**config.mk**
```make
export PLATFORM = sky130hd
export DESIGN_NAME = sumador_bcd
export DESIGN_NICKNAME = d
export VERILOG_FILES = /design/src/rtl/sumador_bcd_pkg.sv /design/src/rtl/bcd3_a_bin.sv /design/src/rtl/sumador_bcd.sv
export SDC_FILE = /design/constraint.sdc
export NUM_CORES = 1
export LEC_CHECK = 0
export ABC_AREA = 1
export CELL_PAD_IN_SITES_DETAIL_PLACEMENT = 0
export CELL_PAD_IN_SITES_GLOBAL_PLACEMENT = 1
export CORE_UTILIZATION = 32
export CTS_BUF_LIST = sky130_fd_sc_hd__clkbuf_8
export DETAILED_ROUTE_END_ITERATION = 16
export DONT_BUFFER_PORTS = 1
export PLACE_DENSITY_LB_ADDON = 0.1
export SYNTH_ARGS = -nofsm -noshare
export SYNTH_HDL_FRONTEND = slang
export SYNTH_SLANG_ARGS = --single-unit
```
**constraint.sdc**
```tcl
create_clock -name clk -period 8.5 [get_ports clk]
set_clock_uncertainty 0.05 [all_clocks]
set_input_delay 1.275 -clock clk [delete_from_list [all_inputs] [get_ports clk]]
set_output_delay 1.275 -clock clk [all_outputs]
set_load 0.03 [all_outputs]
```
**src/rtl/sumador_bcd_pkg.sv**
```systemverilog
// rtl/sumador_bcd_pkg.sv - shared states, widths and double-dabble helper for the BCD adder
package sumador_bcd_pkg;

    localparam int BCD_W       = 4;
    localparam int SUM_W       = 11;
    localparam int BIN_W       = 10;
    localparam int SHIFT_STEPS = 11;
    localparam int STEP_W      = 4;
    localparam int BCD_FIELD_W = 4 * BCD_W;
    localparam int DD_W        = BCD_FIELD_W + SUM_W;

    localparam logic [BCD_W-1:0]  BCD_MAX   = 4'd9;
    localparam logic [STEP_W-1:0] LAST_STEP = STEP_W'(SHIFT_STEPS - 1);

    typedef enum logic [1:0] {
        IDLE  = 2'd0,
        ADD   = 2'd1,
        SHIFT = 2'd2
    } state_t;

    // Double-dabble correction: any nibble that would reach 10+ after the
    // next left shift gets 3 added now so the shift carries into the next digit.
    function automatic logic [BCD_FIELD_W-1:0] dabble_adjust(input logic [BCD_FIELD_W-1:0] bcd);
        logic [BCD_FIELD_W-1:0] res;
        res = bcd;
        for (int i = 0; i < 4; i++) begin
            if (bcd[i*BCD_W +: BCD_W] >= 4'd5) begin
                res[i*BCD_W +: BCD_W] = bcd[i*BCD_W +: BCD_W] + 4'd3;
            end
        end
        return res;
    endfunction

endpackage

```
**src/rtl/bcd3_a_bin.sv**
```systemverilog
// rtl/bcd3_a_bin.sv - three BCD digits to 10-bit binary with invalid-digit flag
module bcd3_a_bin
    import sumador_bcd_pkg::*;
(
    input  logic [BCD_W-1:0] d3,
    input  logic [BCD_W-1:0] d2,
    input  logic [BCD_W-1:0] d1,
    output logic [BIN_W-1:0] bin,
    output logic             bad
);

    // Weighted sum of the digits; value is meaningless when bad is set
    always_comb begin
        bin = ({6'd0, d3} * 10'd100) + ({6'd0, d2} * 10'd10) + {6'd0, d1};
        bad = (d3 > BCD_MAX) || (d2 > BCD_MAX) || (d1 > BCD_MAX);
    end

endmodule

```
**src/rtl/sumador_bcd.sv**
```systemverilog
// rtl/sumador_bcd.sv - three-digit BCD adder using binary add and double-dabble conversion
module sumador_bcd
    import sumador_bcd_pkg::*;
(
    input  logic             clk,
    input  logic             rst,
    input  logic             start,
    input  logic [BCD_W-1:0] dig1_3,
    input  logic [BCD_W-1:0] dig1_2,
    input  logic [BCD_W-1:0] dig1_1,
    input  logic [BCD_W-1:0] dig2_3,
    input  logic [BCD_W-1:0] dig2_2,
    input  logic [BCD_W-1:0] dig2_1,
    output logic             busy,
    output logic             done,
    output logic             err,
    output logic [BCD_W-1:0] sum_d3,
    output logic [BCD_W-1:0] sum_d2,
    output logic [BCD_W-1:0] sum_d1,
    output logic [BCD_W-1:0] sum_d0
);

    state_t                 state;
    logic [BCD_W-1:0]       a3_q, a2_q, a1_q;
    logic [BCD_W-1:0]       b3_q, b2_q, b1_q;
    logic [BCD_FIELD_W-1:0] bcd_q;
    logic [SUM_W-1:0]       bin_q;
    logic [STEP_W-1:0]      step_q;

    logic [BIN_W-1:0]       a_bin, b_bin;
    logic                   a_bad, b_bad;
    logic [DD_W-1:0]        dd_next;

    // Converters look only at the captured digits, so live inputs cannot disturb an operation
    bcd3_a_bin u_conv_a (
        .d3  (a3_q),
        .d2  (a2_q),
        .d1  (a1_q),
        .bin (a_bin),
        .bad (a_bad)
    );

    bcd3_a_bin u_conv_b (
        .d3  (b3_q),
        .d2  (b2_q),
        .d1  (b1_q),
        .bin (b_bin),
        .bad (b_bad)
    );

    // One double-dabble step: correct nibbles, then shift the combined register left
    always_comb begin
        dd_next = {dabble_adjust(bcd_q), bin_q} << 1;
    end

    // Control FSM with registered status and result outputs
    always_ff @(posedge clk) begin
        if (rst) begin
            state  <= IDLE;
            busy   <= 1'b0;
            done   <= 1'b0;
            err    <= 1'b0;
            sum_d3 <= '0;
            sum_d2 <= '0;
            sum_d1 <= '0;
            sum_d0 <= '0;
            a3_q   <= '0;
            a2_q   <= '0;
            a1_q   <= '0;
            b3_q   <= '0;
            b2_q   <= '0;
            b1_q   <= '0;
            bcd_q  <= '0;
            bin_q  <= '0;
            step_q <= '0;
        end else begin
            done <= 1'b0;
            case (state)
                IDLE: begin
                    if (start) begin
                        a3_q  <= dig1_3;
                        a2_q  <= dig1_2;
                        a1_q  <= dig1_1;
                        b3_q  <= dig2_3;
                        b2_q  <= dig2_2;
                        b1_q  <= dig2_1;
                        busy  <= 1'b1;
                        state <= ADD;
                    end
                end
                ADD: begin
                    if (a_bad || b_bad) begin
                        sum_d3 <= '0;
                        sum_d2 <= '0;
                        sum_d1 <= '0;
                        sum_d0 <= '0;
                        err    <= 1'b1;
                        done   <= 1'b1;
                        busy   <= 1'b0;
                        state  <= IDLE;
                    end else begin
                        bin_q  <= {1'b0, a_bin} + {1'b0, b_bin};
                        bcd_q  <= '0;
                        step_q <= '0;
                        state  <= SHIFT;
                    end
                end
                SHIFT: begin
                    bcd_q  <= dd_next[DD_W-1:SUM_W];
                    bin_q  <= dd_next[SUM_W-1:0];
                    step_q <= step_q + 4'd1;
                    if (step_q == LAST_STEP) begin
                        sum_d3 <= dd_next[DD_W-1          -: BCD_W];
                        sum_d2 <= dd_next[DD_W-1-BCD_W    -: BCD_W];
                        sum_d1 <= dd_next[DD_W-1-2*BCD_W  -: BCD_W];
                        sum_d0 <= dd_next[DD_W-1-3*BCD_W  -: BCD_W];
                        err    <= 1'b0;
                        done   <= 1'b1;
                        busy   <= 1'b0;
                        step_q <= '0;
                        state  <= IDLE;
                    end
                end
                default: begin
                    busy  <= 1'b0;
                    state <= IDLE;
                end
            endcase
        end
    end

endmodule

```
Yosys cells after proc, flatten, opt, wreduce, memory -nomap -nowiden
Cells that the tools add are included.

storage, ports and cells
  register bits after elaboration = 76
  bits of input ports = 27
  output and inout bits = 19

cells by class
  add/subtract/negate cells = 10
  multiply operators = 4
  magnitude comparators = 10
  eq/ne operators = 7
  muxes and demuxes = 33
  reductions and logical operators = 12

operator list
  kind                                                 count
  2-to-1 mux 4 bit                                     10
  one-hot mux 4 bit (2 select lines)                   5
  one-hot mux 16 bit (2 select lines)                  1
  > comparator 4 bit, second input constant            6
  one-hot mux 11 bit (2 select lines)                  1
  adder 10 x 4 -> 10 bit                               2
  adder 10 x 8 -> 10 bit                               2
  >= comparator 4 x 3 -> 1 bit, second input constant  4
  multiplier 4 x 5 -> 8 bit, second input constant     2
  2-to-1 mux 16 bit                                    1
  multiplier 4 x 3 -> 7 bit, second input constant     2
  adder 4 x 2 -> 4 bit, second input constant          3
  adder 10 x 10 -> 11 bit                              1
  2-to-1 mux 11 bit                                    1
  inequality test 2 bit, second input constant         4
  2-to-1 mux 1 bit                                     6
  2-to-1 mux 2 bit                                     3
  one-hot mux 2 bit (3 select lines)                   1
  AND reduction 2 bit                                  3
  AND reduction 3 bit                                  2
  logical OR 1 bit                                     5
  adder 4 x 1 -> 4 bit, second input constant          1
  equality test 4 bit, second input constant           1
  one-hot mux 1 bit (2 select lines)                   2
  other kinds (7)                                      7

Longest topological paths before layout
  word-level depth = 6
  mapped depth = 20

By module
Synthesis repeated with hierarchy kept, for this count alone.

unflattened totals
  cell total of the unflattened synthesis = 764
  area, all modules = 5421.4 sq um

modules (own cells, without submodules)
  module       instances  cells an instance  area an instance (sq um)  sequential area each (sq um)
  sumador_bcd  1          514                3709.8                    1521.5
  bcd3_a_bin   2          125                855.8                     0.0

Worst setup path after synthesis
No wires, ideal clock.

  kind = register -> register
  from = register a2_q[3]
  to = register bin_q[9]
  arrival = 3.453 ns
  slack = 4.863 ns
  cell stages (with the launch flop) = 21
  clock period less this slack = 3.637 ns
  cells stage by stage = dfxtp_1 > ha_1 > ha_1 > fa_1 > ha_1 > ha_1 > a21oi_1 > o21ai_0 > nand2_1 > nand2_1 > a21oi_1 > xnor2_1 > ha_1 > nand2_1 > inv_1 > a21oi_1 > nand3_1 > nand2_1 > nand3_1 > nand2_1 > a21oi_1

between the ends
  cells in the longest elaborated chain, start to end = 6

RTL lines
  element                                                                     line                                   source
  start: declaration                                                          sumador_bcd.sv:24                      logic [BCD_W-1:0] a3_q, a2_q, a1_q;
  start signal: assignment                                                    sumador_bcd.sv:82                      a2_q <= dig1_2;
  multiplier 4 x 3 -> 7 bit or > comparator 4 bit (tied branches)             bcd3_a_bin.sv:14, bcd3_a_bin.sv:15
  adder 10 x 8 -> 10 bit or logical OR 1 bit (tied branches)                  bcd3_a_bin.sv:14, bcd3_a_bin.sv:15
  adder 10 x 4 -> 10 bit or logical OR 1 bit (tied branches)                  bcd3_a_bin.sv:14, bcd3_a_bin.sv:15
  adder 10 x 10 -> 11 bit or logical OR 1 bit (tied branches)                 sumador_bcd.sv:102, sumador_bcd.sv:92
  2-to-1 mux 11 bit or inequality test 2 bit (tied branches)                  -
  one-hot mux 11 bit (2 select lines) or AND reduction 2 bit (tied branches)  -
  end signal: assignment                                                      sumador_bcd.sv:102                     bin_q <= {1'b0, a_bin} + {1'b0, b_bin};
  end signal: assignment                                                      sumador_bcd.sv:110                     bin_q <= dd_next[SUM_W-1:0];
  end: declaration                                                            sumador_bcd.sv:27                      logic [SUM_W-1:0] bin_q;

Parallel ways exist; a longest one is shown, timed or not. The select of a mux whose other input is x is not followed.
A chain may end at the register's enable or synchronous reset.

Final worst setup path
  from = register b2_q[3]
  to = register bin_q[9]

between the ends
  cells in the longest elaborated chain, start to end = 6

RTL lines
  element                                                                     line                                   source
  start: declaration                                                          sumador_bcd.sv:25                      logic [BCD_W-1:0] b3_q, b2_q, b1_q;
  start signal: assignment                                                    sumador_bcd.sv:85                      b2_q <= dig2_2;
  multiplier 4 x 3 -> 7 bit or > comparator 4 bit (tied branches)             bcd3_a_bin.sv:14, bcd3_a_bin.sv:15
  adder 10 x 8 -> 10 bit or logical OR 1 bit (tied branches)                  bcd3_a_bin.sv:14, bcd3_a_bin.sv:15
  adder 10 x 4 -> 10 bit or logical OR 1 bit (tied branches)                  bcd3_a_bin.sv:14, bcd3_a_bin.sv:15
  adder 10 x 10 -> 11 bit or logical OR 1 bit (tied branches)                 sumador_bcd.sv:102, sumador_bcd.sv:92
  2-to-1 mux 11 bit or inequality test 2 bit (tied branches)                  -
  one-hot mux 11 bit (2 select lines) or AND reduction 2 bit (tied branches)  -

Parallel ways exist; a longest one is shown, timed or not. The select of a mux whose other input is x is not followed.

==> results.txt <==
- Buffer cell driving the clock tree root: clkbuf_8
- For this design the static power due to leakage is 2.68 nW.
* Congestion Overflow GR: 0
- Sequential cells were found to cover 28.4% of the synthesized design area.
- Total power after layout: approximately 2 mW
* Measured slew at the worst slew-check pin: 0.807 ns
- The final count of hold timing violations was 0.
- Final Worst Setup Slack: 4.48 ns
* TritonCTS clock tree: yes
- Min Tclk post-route: 4.02 ns
* Kind of end point of the critical path: flop
- The count of nets left with antenna violations once routing finished came out at 0.
- The tightest hold path in the finished design has a slack of roughly 0.41 ns.
- Vias per cell: 4.68
- The initial antenna violation count is 0.
- During placement, the flow inserted port buffers numbering 0.
* Placement Setup Slack: 4.48 ns
* Wire length of the first global-routing pass: ~21000 um
- Post-cts repair resize count: 0
* Setup-violating endpoint count in the final report: 0
- Core Box Area: about 16000 sq um
- After the last flow step, the layout net total stands at between 800 and 900.
- Post-place instance area: around 5500 sq um
* Wirelength, routed: about 13000 um
- After clock tree synthesis, the clock-pin slew on the worst setup and hold paths is 0.09 ns.
* Core Rows: 46
- During synthesis, Yosys emitted a total of 0 warnings.
- Avg WL per Cell: 13.7 um
- Area Overhead vs Synth: 5.91%
- Max Fclk: 249 MHz
* Status: finished, final reports clean
- Final critical-path share of the clock period: 47.3%
- Post-CTS timing repair inserted 0 buffers for setup.
* Data arrival time at the worst-slack endpoint: 4.24 ns
* Number of global-route vias before repair: 4240
* Number of vias after detailed routing: about 4.4k
* First DRT Iteration DRCs: 315
- Power density normalized to cell area: roughly 340 nW/um^2
* Horizontal extent of the die: 131 um
* Type of the worst setup path: flop to flop
* Number of clock sinks: 76
* Count of state elements after synthesis: 76
- STA classifies the critical path startpoint as a flop.
- In this run the worst path has a maximum fanout of 6.
* Post-layout instance count excluding filler cells: 940
- Finished layout cell area: 5670 sq um
- Max rail drop VDD: 118 uV
- Gr usage total: 15.8%
* First drt pass iteration count: 5
- Hold Crit Class: flop to flop
* Area of the die: 17300 sq um
- Dpl cells: 924
* Netlist Area Pre-Place: 5360 sq um
- The repair_antennas step left the layout with diodes totalling 0.
- The worst pin sits at a relative slew slack of a little under half.
- The number of hold buffers added after CTS was 0.
- Synthesized netlist cell count: 730
- The H-tree was split into 3 levels.
- In the final layout, the share of cells above drive strength 1 is around 4.1%.
* DRC violations left: 0
* Weighted congestion reported at the end of routability-driven placement: 0.842
- Ports placed on the boundary: 46
- Clk buf depth: 2
- Height of the chip: 131 um
- Setup repair after global routing left no endpoint under its margin.
- Required arrival time at the worst endpoint: 8.72 ns
- The initial utilization of the core area, before any placement, comes to 33.2%.
* Mean post-synth cell area: 7.34 sq um
- Number of pins with negative max-slew slack in the final report: 0
- Once layout is complete, the utilization of the core stands at 35.2%.
- Num CTS Buffers: 9
- Synthesis instantiated 34 different standard cells from the library.
* Post-synth net total: roughly 850
- Entering global routing, the biggest net connects 52 pins.
- Clock latency at the later pin of the worst-skew pair: 0.37 ns
- Final HPWL from detailed placement: approximately 9500 um
* Final setup TNS: 0 ns
- The tool flagged a number of max-cap violations equal to 0.
==> Yosys cell counts <==
cell	n	area, sq um
a211oi_1	1	7.51
or2_2	2	12.5
buf_1	1	3.75
nand3_2	2	20.0
ha_1	77	963
clkbuf_1	13	48.8
nor2_1	117	439
o21ai_0	81	405
nand3_1	22	110
buf_12	2	40.0
buf_2	2	10.0
nand2_4	1	11.3
a21oi_2	1	8.76
mux2i_1	1	10.0
fa_1	11	220
nor2_2	2	12.5
a21oi_1	58	290
inv_2	1	3.75
nand2_1	108	405
clkbuf_2	1	5.00
nand4_1	4	25.0
inv_1	92	345
clkinv_1	1	3.75
buf_6	5	56.3
xor2_1	12	105
xnor2_1	17	149
dfxtp_1	76	1520
nand2_2	1	6.26
o21ai_1	4	20.0
nand3_4	1	17.5
nor3_1	8	40.0
o21a_1	2	15.0
o211ai_1	2	15.0
inv_6	1	8.76
==> where the power goes <==
| group | leakage (nW) | switching (mW) | internal, mW |
|---|---|---|---|
| clock network | 0.0990 | 0.147 | 0.131 |
| registers | 0.624 | 0.121 | 0.447 |
| logic | 1.96 | 0.699 | 0.402 |
==> registers in the layout, summed over array words and instances (netlist names) <==
name    count
bcd_q      16
bin_q      11
a1_q        4
a2_q        4
a3_q        4
b1_q        4
b2_q        4
b3_q        4
step_q      4
sum_d0      4
sum_d1      4
sum_d2      4
sum_d3      4
state       2
busy        1
done        1
err         1
==> worst paths after layout <==
kind / startpoint / end / slack [ns] / cells after the start
setup / recovery: b2_q[3] / bin_q[9] / 4.48 / 20
setup reg to reg: b2_q[3] / bin_q[9] / 4.48 / 20
hold reg to reg: bin_q[0] / bin_q[0] / 0.41 / 2
hold / removal: bin_q[0] / bin_q[0] / 0.41 / 2
==> routing by layer <==
layer  vias to the layer above  part of all wire (%)  track usage (%)
met5                         -                     0                0
met4                         0                   1.5             6.01
met2                        58                    42             23.8
met1                      2006                    53             22.3
li1                       2327                     -                -
met3                        12                   3.7             2.97
==> layout make-up <==
class / count / area, sq um
clock buffers: 12 / 165
clock inverters: 4 / 30.0
fillers: 1766 / 10400
inverters: 95 / 362
multi-input cells: 535 / 3310
flip-flops and latches: 76 / 1520
well taps: 216 / 270
repair buffers: 2 / 15.0
==> placed cells by master, fill, tap and decap left out <==
master / synthesis / routed
a21oi_2: 1 / 1
nand3_4: 1 / 1
inv_6: 1 / 2
o21ai_0: 81 / 81
o21ai_1: 4 / 4
inv_1: 92 / 92
buf_4: 0 / 2
nor3_1: 8 / 8
a211oi_1: 1 / 1
fa_1: 11 / 11
nor2_1: 117 / 117
nand2_2: 1 / 1
a21oi_1: 58 / 58
inv_2: 1 / 1
ha_1: 77 / 77
xor2_1: 12 / 12
clkinvlp_4: 0 / 1
nand2_1: 108 / 108
clkbuf_8: 0 / 12
dfxtp_1: 76 / 76
o21a_1: 2 / 2
nand4_1: 4 / 4
nand3_1: 22 / 22
xnor2_1: 17 / 17
clkinv_4: 0 / 1
clkinv_2: 0 / 1
or2_2: 2 / 2
nor2_2: 2 / 2
o211ai_1: 2 / 2
nand2_4: 1 / 1
clkinv_1: 1 / 1
nand3_2: 2 / 2
mux2i_1: 1 / 1
==> cell families (layout without fill, tap and decap cells) <==
group           count (synthesis)  count (layout)  synth area share, %
mux                             1               1                0.187
xor+xnor                       29              29                 4.74
simple gates                  268             268                 20.5
compound gates                149             149                 14.2
flops                          76              76                 28.4
buf+inv                       119             113                 9.81
fa+ha+maj                      88              88                 22.1
==> worst max-delay path: stages (launching register included) <==
cell     delay, ns
dfxtp_1       0.43
ha_1          0.27
ha_1          0.23
fa_1          0.44
ha_1          0.31
ha_1          0.39
nand2_1       0.06
o21ai_0       0.27
nand2_1       0.08
nand2_1       0.07
a21oi_1       0.07
xnor2_1       0.21
ha_1          0.33
nand2_1       0.11
inv_1         0.04
a21oi_1       0.18
nand3_1       0.10
nand2_1       0.06
nand3_1       0.06
nand2_1       0.10
a21oi_1       0.06
(Power assumes the default switching activity.)
